$ cat src/rtl/alu_pkg.sv
// Shared constants and command type for the ALU issue block.
// Function codes 110/111 are reserved and reported through out_err.
package alu_pkg;

    localparam int DEPTH_DEFAULT = 4;
    localparam int DATA_W        = 32;
    localparam int FUNC_W        = 3;

    localparam logic [FUNC_W-1:0] ADD = 3'b000;
    localparam logic [FUNC_W-1:0] INC = 3'b001;
    localparam logic [FUNC_W-1:0] SUB = 3'b010;
    localparam logic [FUNC_W-1:0] DEC = 3'b011;
    localparam logic [FUNC_W-1:0] MUL = 3'b100;

    typedef struct packed {
        logic [DATA_W-1:0] a;
        logic [DATA_W-1:0] b;
        logic [FUNC_W-1:0] f;
        logic              use_prev;
    } cmd_t;

    // MUL occupies both 100 and 101; only the top two bits select it.
    function automatic logic f_is_legal(input logic [FUNC_W-1:0] f);
        logic ok;
        case (f)
            ADD, INC, SUB, DEC: ok = 1'b1;
            default:            ok = (f[2:1] == MUL[2:1]);
        endcase
        return ok;
    endfunction

endpackage

$ cat src/rtl/alu_issue_fifo.sv
// Synchronous FIFO holding queued ALU commands; pointers wrap naturally
// because DEPTH is a power of two.
module alu_issue_fifo
#(
    parameter int WIDTH = 8,
    parameter int DEPTH = 4
) (
    input  logic                     clk,
    input  logic                     rst_n,
    input  logic                     push_i,
    input  logic [WIDTH-1:0]         wdata_i,
    input  logic                     pop_i,
    output logic [WIDTH-1:0]         rdata_o,
    output logic                     empty_o,
    output logic [$clog2(DEPTH):0]   count_o
);

    localparam int AW = $clog2(DEPTH);
    localparam int CW = AW + 1;

    logic [WIDTH-1:0] mem_q [DEPTH];
    logic [AW-1:0]    wr_ptr_q, wr_ptr_d;
    logic [AW-1:0]    rd_ptr_q, rd_ptr_d;
    logic [CW-1:0]    count_q, count_d;
    logic             do_push, do_pop;

    assign empty_o = (count_q == '0);
    assign count_o = count_q;
    assign rdata_o = mem_q[rd_ptr_q];

    // Guards make the FIFO safe even if a caller ignores full/empty.
    assign do_push = push_i && (count_q != CW'(DEPTH));
    assign do_pop  = pop_i && !empty_o;

    always_comb begin
        wr_ptr_d = wr_ptr_q;
        rd_ptr_d = rd_ptr_q;
        count_d  = count_q;
        if (do_push) begin
            wr_ptr_d = wr_ptr_q + 1'b1;
        end
        if (do_pop) begin
            rd_ptr_d = rd_ptr_q + 1'b1;
        end
        case ({do_push, do_pop})
            2'b10:   count_d = count_q + 1'b1;
            2'b01:   count_d = count_q - 1'b1;
            default: count_d = count_q;
        endcase
    end

    always_ff @(posedge clk) begin
        if (!rst_n) begin
            wr_ptr_q <= '0;
            rd_ptr_q <= '0;
            count_q  <= '0;
        end else begin
            wr_ptr_q <= wr_ptr_d;
            rd_ptr_q <= rd_ptr_d;
            count_q  <= count_d;
        end
    end

    always_ff @(posedge clk) begin
        if (do_push) begin
            mem_q[wr_ptr_q] <= wdata_i;
        end
    end

endmodule

$ cat src/rtl/alu_issue.sv
// Command queue in front of an external combinational ALU with a registered
// result stage. Define ALU_ISSUE_FWD_EN to let a command take operand a from the previous ALU result.
module alu_issue
    import alu_pkg::*;
#(
    parameter int DEPTH = DEPTH_DEFAULT
) (
    input  logic              clk,
    input  logic              rst_n,
    input  logic              in_valid,
    output logic              in_ready,
    input  logic [DATA_W-1:0] in_a,
    input  logic [DATA_W-1:0] in_b,
    input  logic [FUNC_W-1:0] in_f,
    input  logic              in_use_prev,
    output logic [DATA_W-1:0] alu_a,
    output logic [DATA_W-1:0] alu_b,
    output logic [FUNC_W-1:0] alu_f,
    input  logic [DATA_W-1:0] alu_r,
    output logic              out_valid,
    input  logic              out_ready,
    output logic [DATA_W-1:0] out_r,
    output logic              out_err
);

    localparam int CW = $clog2(DEPTH) + 1;

    cmd_t              push_cmd;
    cmd_t              head_cmd;
    logic              fifo_empty;
    logic [CW-1:0]     fifo_count;
    logic              push;
    logic              fire;
    logic              rdy_en_q;
    logic              out_valid_q, out_valid_d;
    logic [DATA_W-1:0] out_r_q, out_r_d;
    logic              out_err_q, out_err_d;
    logic [DATA_W-1:0] head_a;

    assign push_cmd = '{a: in_a, b: in_b, f: in_f, use_prev: in_use_prev};

    // rdy_en_q keeps in_ready low through reset and for the release cycle.
    assign in_ready = rdy_en_q && (fifo_count < CW'(DEPTH));
    assign push     = in_valid && in_ready;
    assign fire     = !fifo_empty && (!out_valid_q || out_ready);

    alu_issue_fifo #(
        .WIDTH ($bits(cmd_t)),
        .DEPTH (DEPTH)
    ) u_fifo (
        .clk     (clk),
        .rst_n   (rst_n),
        .push_i  (push),
        .wdata_i (push_cmd),
        .pop_i   (fire),
        .rdata_o (head_cmd),
        .empty_o (fifo_empty),
        .count_o (fifo_count)
    );

`ifdef ALU_ISSUE_FWD_EN
    logic [DATA_W-1:0] prev_r_q;

    always_ff @(posedge clk) begin
        if (!rst_n) begin
            prev_r_q <= '0;
        end else if (fire) begin
            prev_r_q <= alu_r;
        end
    end

    assign head_a = head_cmd.use_prev ? prev_r_q : head_cmd.a;
`else
    logic unused_use_prev;

    assign unused_use_prev = head_cmd.use_prev;
    assign head_a          = head_cmd.a;
`endif

    assign alu_a = fifo_empty ? '0 : head_a;
    assign alu_b = fifo_empty ? '0 : head_cmd.b;
    assign alu_f = fifo_empty ? '0 : head_cmd.f;

    always_comb begin
        out_valid_d = out_valid_q;
        out_r_d     = out_r_q;
        out_err_d   = out_err_q;
        if (fire) begin
            out_valid_d = 1'b1;
            if (f_is_legal(alu_f)) begin
                out_r_d   = alu_r;
                out_err_d = 1'b0;
            end else begin
                out_r_d   = '0;
                out_err_d = 1'b1;
            end
        end else if (out_valid_q && out_ready) begin
            out_valid_d = 1'b0;
        end
    end

    always_ff @(posedge clk) begin
        if (!rst_n) begin
            rdy_en_q    <= 1'b0;
            out_valid_q <= 1'b0;
            out_r_q     <= '0;
            out_err_q   <= 1'b0;
        end else begin
            rdy_en_q    <= 1'b1;
            out_valid_q <= out_valid_d;
            out_r_q     <= out_r_d;
            out_err_q   <= out_err_d;
        end
    end

    assign out_valid = out_valid_q;
    assign out_r     = out_r_q;
    assign out_err   = out_err_q;

endmodule

$ cat config.mk
export PLATFORM = sky130hd
export DESIGN_NAME = alu_issue
export DESIGN_NICKNAME = d
export VERILOG_FILES = /design/src/rtl/alu_pkg.sv /design/src/rtl/alu_issue_fifo.sv /design/src/rtl/alu_issue.sv
export SDC_FILE = /design/constraint.sdc
export NUM_CORES = 1
export LEC_CHECK = 0
export CORE_UTILIZATION = 48
export CTS_CLUSTER_SIZE = 10
export DETAILED_ROUTE_END_ITERATION = 12
export GPL_ROUTABILITY_DRIVEN = 0
export PLACE_DENSITY = 0.78
export SYNTH_ARGS = -nofsm -noshare
export SYNTH_HDL_FRONTEND = slang
export SYNTH_SLANG_ARGS = --single-unit
$ cat constraint.sdc
create_clock -name clk -period 3 [get_ports clk]
set_input_delay 0.75 -clock clk [delete_from_list [all_inputs] [get_ports clk]]
set_output_delay 0.75 -clock clk [all_outputs]
set_load 0.005 [all_outputs]
==> flow_metrics.py, run 1 <==
metrics = {
    "outcome": {
        "run_status": "completed",
    },
    "floorplanning": {
        "core.rowCount": 57,
        "die_h_um": 161,
        "die_area_sq_um": 25900,
        "die_x_um": 161,
        "initial_core_util": 0.494,
        "pin_count": 206,
        "core_area_sq_um": 24500,
    },
    "clocking": {
        "cts_buffers": 37,
        "cts_tree": "built",
        "clkLatencyLatePin_ps": 510,
        "cts_sinks": 312,
        "cts_max_level": 2,
        "path_clk_slew_ps": 60,
        "cts_hold_buf": 0,
        "cts_buffer_depth": 3,
        "cts_root_buf": "clkbuf_16",
    },
    "synth": {
        "synth_top_family_by_area": "multiplexers",
        "yosysSeqAreaShare": 0.737,
        "synth_compound_area_frac": 0.0368,
        "synth_nets": 747,
        "netlist_area_sq_um": 12100,
        "synthDistinctLibCells": 31,
        "synth_fa_ha_area_frac": 0.00682,
        "synth_cells": 637,
        "avgSynthCellArea_sq_um": 19.0,
        "synth_mux_area_frac": 0.125,
        "ys_ff_latch": 312,
        "synthXorXnorAreaFrac": 0.00217,
        "yosys.area_share.simple": 0.0708,
        "synth_warnings": 0,
    },
    "drt": {
        "wl_per_cell_um": 20.9,
        "drtIter0Drc": 618,
        "route.antenna.remaining_nets": 0,
        "wirelength_um": 25800,
        "routed_via_density": 5.43,
        "num_vias": 6686,
        "post-route-drc-count": 0,
        "firstDrtPassIters": 4,
    },
    "placement": {
        "place_inst": 1147,
        "dpl.hpwl_um": 15200,
        "port_buffers": 204,
        "pre_cts_ws_ps": 244,
    },
    "cells_and_area": {
        "antennaDiodeCount": 0,
        "areaGrowthSynthToFinish_pct": 33.2,
        "fin_cells": 1232,
        "drive_gt1_frac": 0.252,
        "nets": 1004,
        "fillers": 1659,
    },
    "global_routing": {
        "grt_use_total": 0.203,
        "grt_pass1_wl_um": 39600,
        "antenna_found_initial": 0,
        "grt_pass1_vias": 7105,
        "grt_max_degree": 46,
        "overflow": 0,
    },
    "flow_run": {
        "cap_viol_max_count": 0,
    },
    "sta": {
        "fmax_ghz": 0.338,
        "min_period_ps": 2960,
        "fin_skew_ps": 14.7,
        "finalCritPeriodShare": 0.985,
        "final_max_slew_viol_count": 0,
        "layout_setup_ws_ps": 43.8,
        "setup_viol": 0,
        "worst_pin_slew_ps": 563,
        "maxSlewHeadroom": 0.624,
        "rsz0062_at_grt": "yes",
        "tns_ps": 0,
        "hold_viol_final": 0,
    },
    "worst_setup_path": {
        "critical_path_arrival_ps": 2210,
        "critPathKind": "reg -> out",
        "end_kind": "primary output",
        "start_kind": "register",
        "path_max_fanout": 7,
        "crit_required_ps": 2250,
    },
    "power": {
        "powerDensity_nw_per_um2": 877,
        "leakagePower_uw": 0.00558,
        "ir_drop_uv": 518,
        "p_total_uw": 14100,
    },
    "hold_path": {
        "hp-class": "reg -> reg",
    },
}
-- critical path: stages, from the launching register on --
cell and delay, ps:
dfxtp_4 440, buf_12 150, mux4_2 500, and2_1 170
clkdlybuf4s50_1 450
-- synth_stat cells --
master,count,share of area
buf_6,5,0.0046
nand3_1,1,0.00041
or3_1,2,0.0010
o21ai_0,3,0.0012
o31ai_1,1,0.00062
nor3_1,1,0.00041
mux4_2,67,0.12
nor2b_1,2,0.0010
mux2i_1,1,0.00083
and3b_1,1,0.00072
edfxtp_1,268,0.66
nor2_1,6,0.0019
or4_1,1,0.00062
clkbuf_1,25,0.0078
and2_1,72,0.037
o22ai_2,30,0.031
a21oi_1,7,0.0029
nand2b_1,1,0.00052
buf_2,7,0.0029
o22ai_1,2,0.0010
xnor2_1,1,0.00072
fa_1,1,0.0017
nand2_1,32,0.0099
buf_1,7,0.0022
xor2_1,2,0.0014
ha_1,5,0.0052
inv_1,7,0.0022
nand4_1,33,0.017
buf_4,1,0.00062
clkinv_1,1,0.00031
dfxtp_1,44,0.073
-- metal layers --
layer | part of all wire | global-route usage | up-vias
met1 | 0.41 | 0.255 | 3365
met3 | 0.076 | 0.0568 | 40
li1 | - | - | 3038
met5 | 0 | 0 | -
met2 | 0.49 | 0.346 | 243
met4 | 0.019 | 0.0570 | 0
-- registers in the layout, summed over array words and instances (netlist names), named ones only --
register         cells
u_fifo.count_o       3
rdy_en_q             1
out_valid            1
out_err              1
u_fifo.mem_q       268
u_fifo.wr_ptr_q      2
u_fifo.rd_ptr_q      2
out_r               32
-- area by class of cell --
class / count / area [sq um] / area share
timing repair buffer: 263 / 2730 / 0.170
inverter: 8 / 30.0 / 0.00186
sequential: 312 / 8940 / 0.554
multi-input combinational: 272 / 2990 / 0.185
clock buffer: 51 / 1010 / 0.0626
tap: 324 / 405 / 0.0251
clock inverter: 2 / 21.3 / 0.00132
-- layout by cell type, fill, tap and decap left out, types with 10 or more instances in the layout --
cell type / netlist / layout
o22ai_2: 30 / 30
mux4_2: 67 / 67
clkbuf_2: 0 / 10
clkbuf_16: 0 / 38
edfxtp_1: 268 / 268
nand2_1: 32 / 32
buf_4: 1 / 27
dlygate4sd2_1: 0 / 33
clkdlybuf4s15_1: 0 / 11
and2_4: 0 / 17
buf_12: 0 / 15
and2_1: 72 / 55
clkdlybuf4s50_1: 0 / 140
nand4_1: 33 / 33
dfxtp_1: 44 / 42
clkbuf_1: 25 / 12
-- kinds of logic after synthesis --
logic type,Yosys count
compound gates,43
xor+xnor,3
fa+ha+maj,6
buf+inv,53
flops,312
mux,68
simple gates,152
-- power by group --
part	internal [uW]	leakage, uW	switching, uW
clock	2320	0.000500	1550
sequential	5080	0.00279	166
combinational	2840	0.00229	2180
-- stage by stage --
stage | hold WS (ps) | utilization | cell area [sq um]
final | 466 | 0.657 | 16100
after detailed placement | 459 | 0.601 | 14700
after global routing | 481 | 0.657 | 16100
after global placement | 454 | 0.601 | 14700
after CTS | 468 | 0.654 | 16000
after floorplan | 453 | - | 12100
-- worst paths after layout --
path                            startpoint   endpoint  slack, ps  depth (start not counted)
worst min register to register    out_r[5]   out_r[5]        470                          2
worst min-delay path              out_r[5]   out_r[5]        470                          2
worst max-delay path              register  alu_a[16]         40                          4
worst max register to register    register  out_r[11]        740                          8
-- timing repair --
action                     CTS  global route
cloned                       4             0
pin swaps                    0             1
setup buffers               21            10
setup endpoints to repair   62            41
gates resized for setup     77            61
(Power assumes the default switching activity.)
==> inputs of run 2 (changes only) <==
ABC_AREA = 1   (was unset)
==> flow_metrics.py, run 2 <==
metrics = {
    "outcome": {
        "run_status": "completed",
    },
    "drt": {
        "route.antenna.remaining_nets": 0,
        "wirelength_um": 29600,
        "drtIter0Drc": 574,
        "num_vias": 8476,
        "routed_via_density": 5.40,
        "firstDrtPassIters": 5,
        "post-route-drc-count": 0,
        "wl_per_cell_um": 18.8,
    },
    "floorplanning": {
        "die_area_sq_um": 25700,
        "die_h_um": 160,
        "core.rowCount": 57,
        "initial_core_util": 0.492,
        "core_area_sq_um": 24500,
        "die_x_um": 160,
        "pin_count": 206,
    },
    "hold_path": {
        "hp-class": "reg -> reg",
    },
    "synth": {
        "synth.top_cell.area_share": 0.669,
        "synth_warnings": 0,
        "synth_ff_type": "edfxtp_1",
        "yosys-top-cells-count": "nor2_1, edfxtp_1, o21ai_0",
        "async_flop_share": 0,
        "synth_cells": 1004,
        "synth_top_area_cell": "edfxtp_1",
        "yosysSeqAreaShare": 0.742,
        "netlist_area_sq_um": 12000,
        "ys_ff_latch": 312,
        "avgSynthCellArea_sq_um": 12.0,
        "synth_nets": 1114,
        "synth_edf_count": 268,
        "ys_top_cells_by_area": "edfxtp_1, nor2_1, dfxtp_1",
        "synth_most_common_cell": "nor2_1",
        "synthDistinctLibCells": 24,
    },
    "worst_setup_path": {
        "critical_path_arrival_ps": 2190,
        "crit_required_ps": 2250,
        "path_max_fanout": 6,
        "start_kind": "register",
        "critPathKind": "reg -> out",
        "end_kind": "primary output",
    },
    "cells_and_area": {
        "postLayoutCoreUtil": 0.661,
        "largest_reg_flops": 268,
        "areaGrowthSynthToFinish_pct": 34.3,
        "top_register": "u_fifo.mem_q",
        "final_cell_mix": "nor2_1, edfxtp_1, o21ai_0",
        "design_area_sq_um": 16200,
        "nets": 1341,
        "drive_gt1_frac": 0.0859,
    },
    "global_routing": {
        "antenna_found_initial": 1,
        "grt_max_degree": 67,
        "grt_pass1_wl_um": 44700,
        "overflow": 0,
        "grt_use_total": 0.225,
        "grt_pass1_vias": 8402,
    },
    "sta": {
        "setup_viol": 0,
        "worst_pin_slew_ps": 532,
        "final_max_slew_viol_count": 0,
        "hold_ws_ps": 473,
        "fmax_ghz": 0.340,
        "min_period_ps": 2940,
        "maxSlewHeadroom": 0.645,
        "hold_viol_final": 0,
        "finalCritPeriodShare": 0.979,
        "fin_skew_ps": 24.4,
    },
    "flow_run": {
        "cap_viol_max_count": 0,
    },
    "placement": {
        "dpl-instance-area_sq_um": 14500,
        "port_buffers": 204,
        "dpl.hpwl_um": 15400,
    },
    "power": {
        "leakagePower_uw": 0.00631,
        "ir_drop_uv": 552,
        "powerDensity_nw_per_um2": 931,
    },
    "clocking": {
        "cts_root_buf": "clkbuf_16",
        "cts_buffer_depth": 3,
        "clkLatencyLatePin_ps": 510,
        "cts_sinks": 312,
        "cts_buffers": 37,
        "path_clk_slew_ps": 60,
        "cts_hold_buf": 0,
        "cts_tree": "built",
        "cts_max_level": 2,
    },
}
[run 2: layout make-up]
type,instances,area [sq um]
timing repair buffer,252,2920
sequential,312,8930
inverter,20,101
tap,324,405
antenna,1,2.50
fill,1696,8300
clock buffer,51,1000
clock inverter,3,25.0
multi-input combinational,608,2770
[run 2: report_power, final]
| group | internal, uW | total (uW) | switching [uW] |
|---|---|---|---|
| logic | 2780 | 5890 | 3110 |
| clock network | 2300 | 3860 | 1560 |
| registers | 5120 | 5290 | 169 |
[run 2: worst paths after layout]
kind | cells after the start | to | slack [ps] | from
worst max-delay path | 7 | alu_a[1] | 60 | register
worst min-delay path | 2 | out_err | 470 | out_err
worst max register to register | 11 | u_fifo.count_o[2] | 1120 | u_fifo.count_o[0]
worst min register to register | 2 | out_err | 470 | out_err
[run 2: worst max-delay path, cell delays in order, from the launching register on]
cell and delay, ps:
dfxtp_4 440, buf_6 150, buf_4 120, nor2_1 40
nor2_1 90, o21ai_0 120, a21oi_2 200, clkdlybuf4s50_1 530
[run 2: cell families (layout without fill, tap and decap cells)]
kind of cell | count (synthesis) | after routing | synth area share
AOI/OAI and AO/OA | 279 | 279 | 0.117
adders and majority gates | 6 | 6 | 0.00686
buffers and inverters | 84 | 326 | 0.0311
DFF | 312 | 312 | 0.742
other | 0 | 1 | 0
and+or+nand+nor | 323 | 323 | 0.103
[run 2: repair_timing]
action                     4_1_cts  5_1_grt
pin swaps                        7       26
cloned                           5        6
setup buffers                    9        3
gates resized for setup         23       69
setup endpoints to repair       60       55
[run 2: metrics by stage]
step | total power, uW | setup slack, ps | cells | setup TNS (ps)
2_1_floorplan | 7920 | -138 | 1004 | -36950
3_3_place_gp | 10600 | 335 | 1493 | 0
3_5_place_dp | 10700 | 282 | 1493 | 0
4_1_cts | 15000 | -77.5 | 1561 | -1450
5_1_grt | 15900 | -1.88 | 1571 | -1.88
6_report | 15000 | 61.5 | 1571 | 0
[run 2: routing by layer]
| layer | vias to the layer above | wire length [um] | global-route usage | part of all wire |
|---|---|---|---|---|
| li1 | 3988 | - | - | - |
| met1 | 4048 | 11700 | 0.287 | 0.40 |
| met2 | 390 | 14700 | 0.379 | 0.50 |
| met3 | 50 | 2500 | 0.0506 | 0.085 |
| met4 | 0 | 657 | 0.0771 | 0.022 |
| met5 | - | 0 | 0 | 0 |
==> inputs of run 3 (changes only) <==
CAP_MARGIN = 15   (was unset)
==> results of run 3 <==
No change in the layout: final DEF, timing and power equal those of run 2.
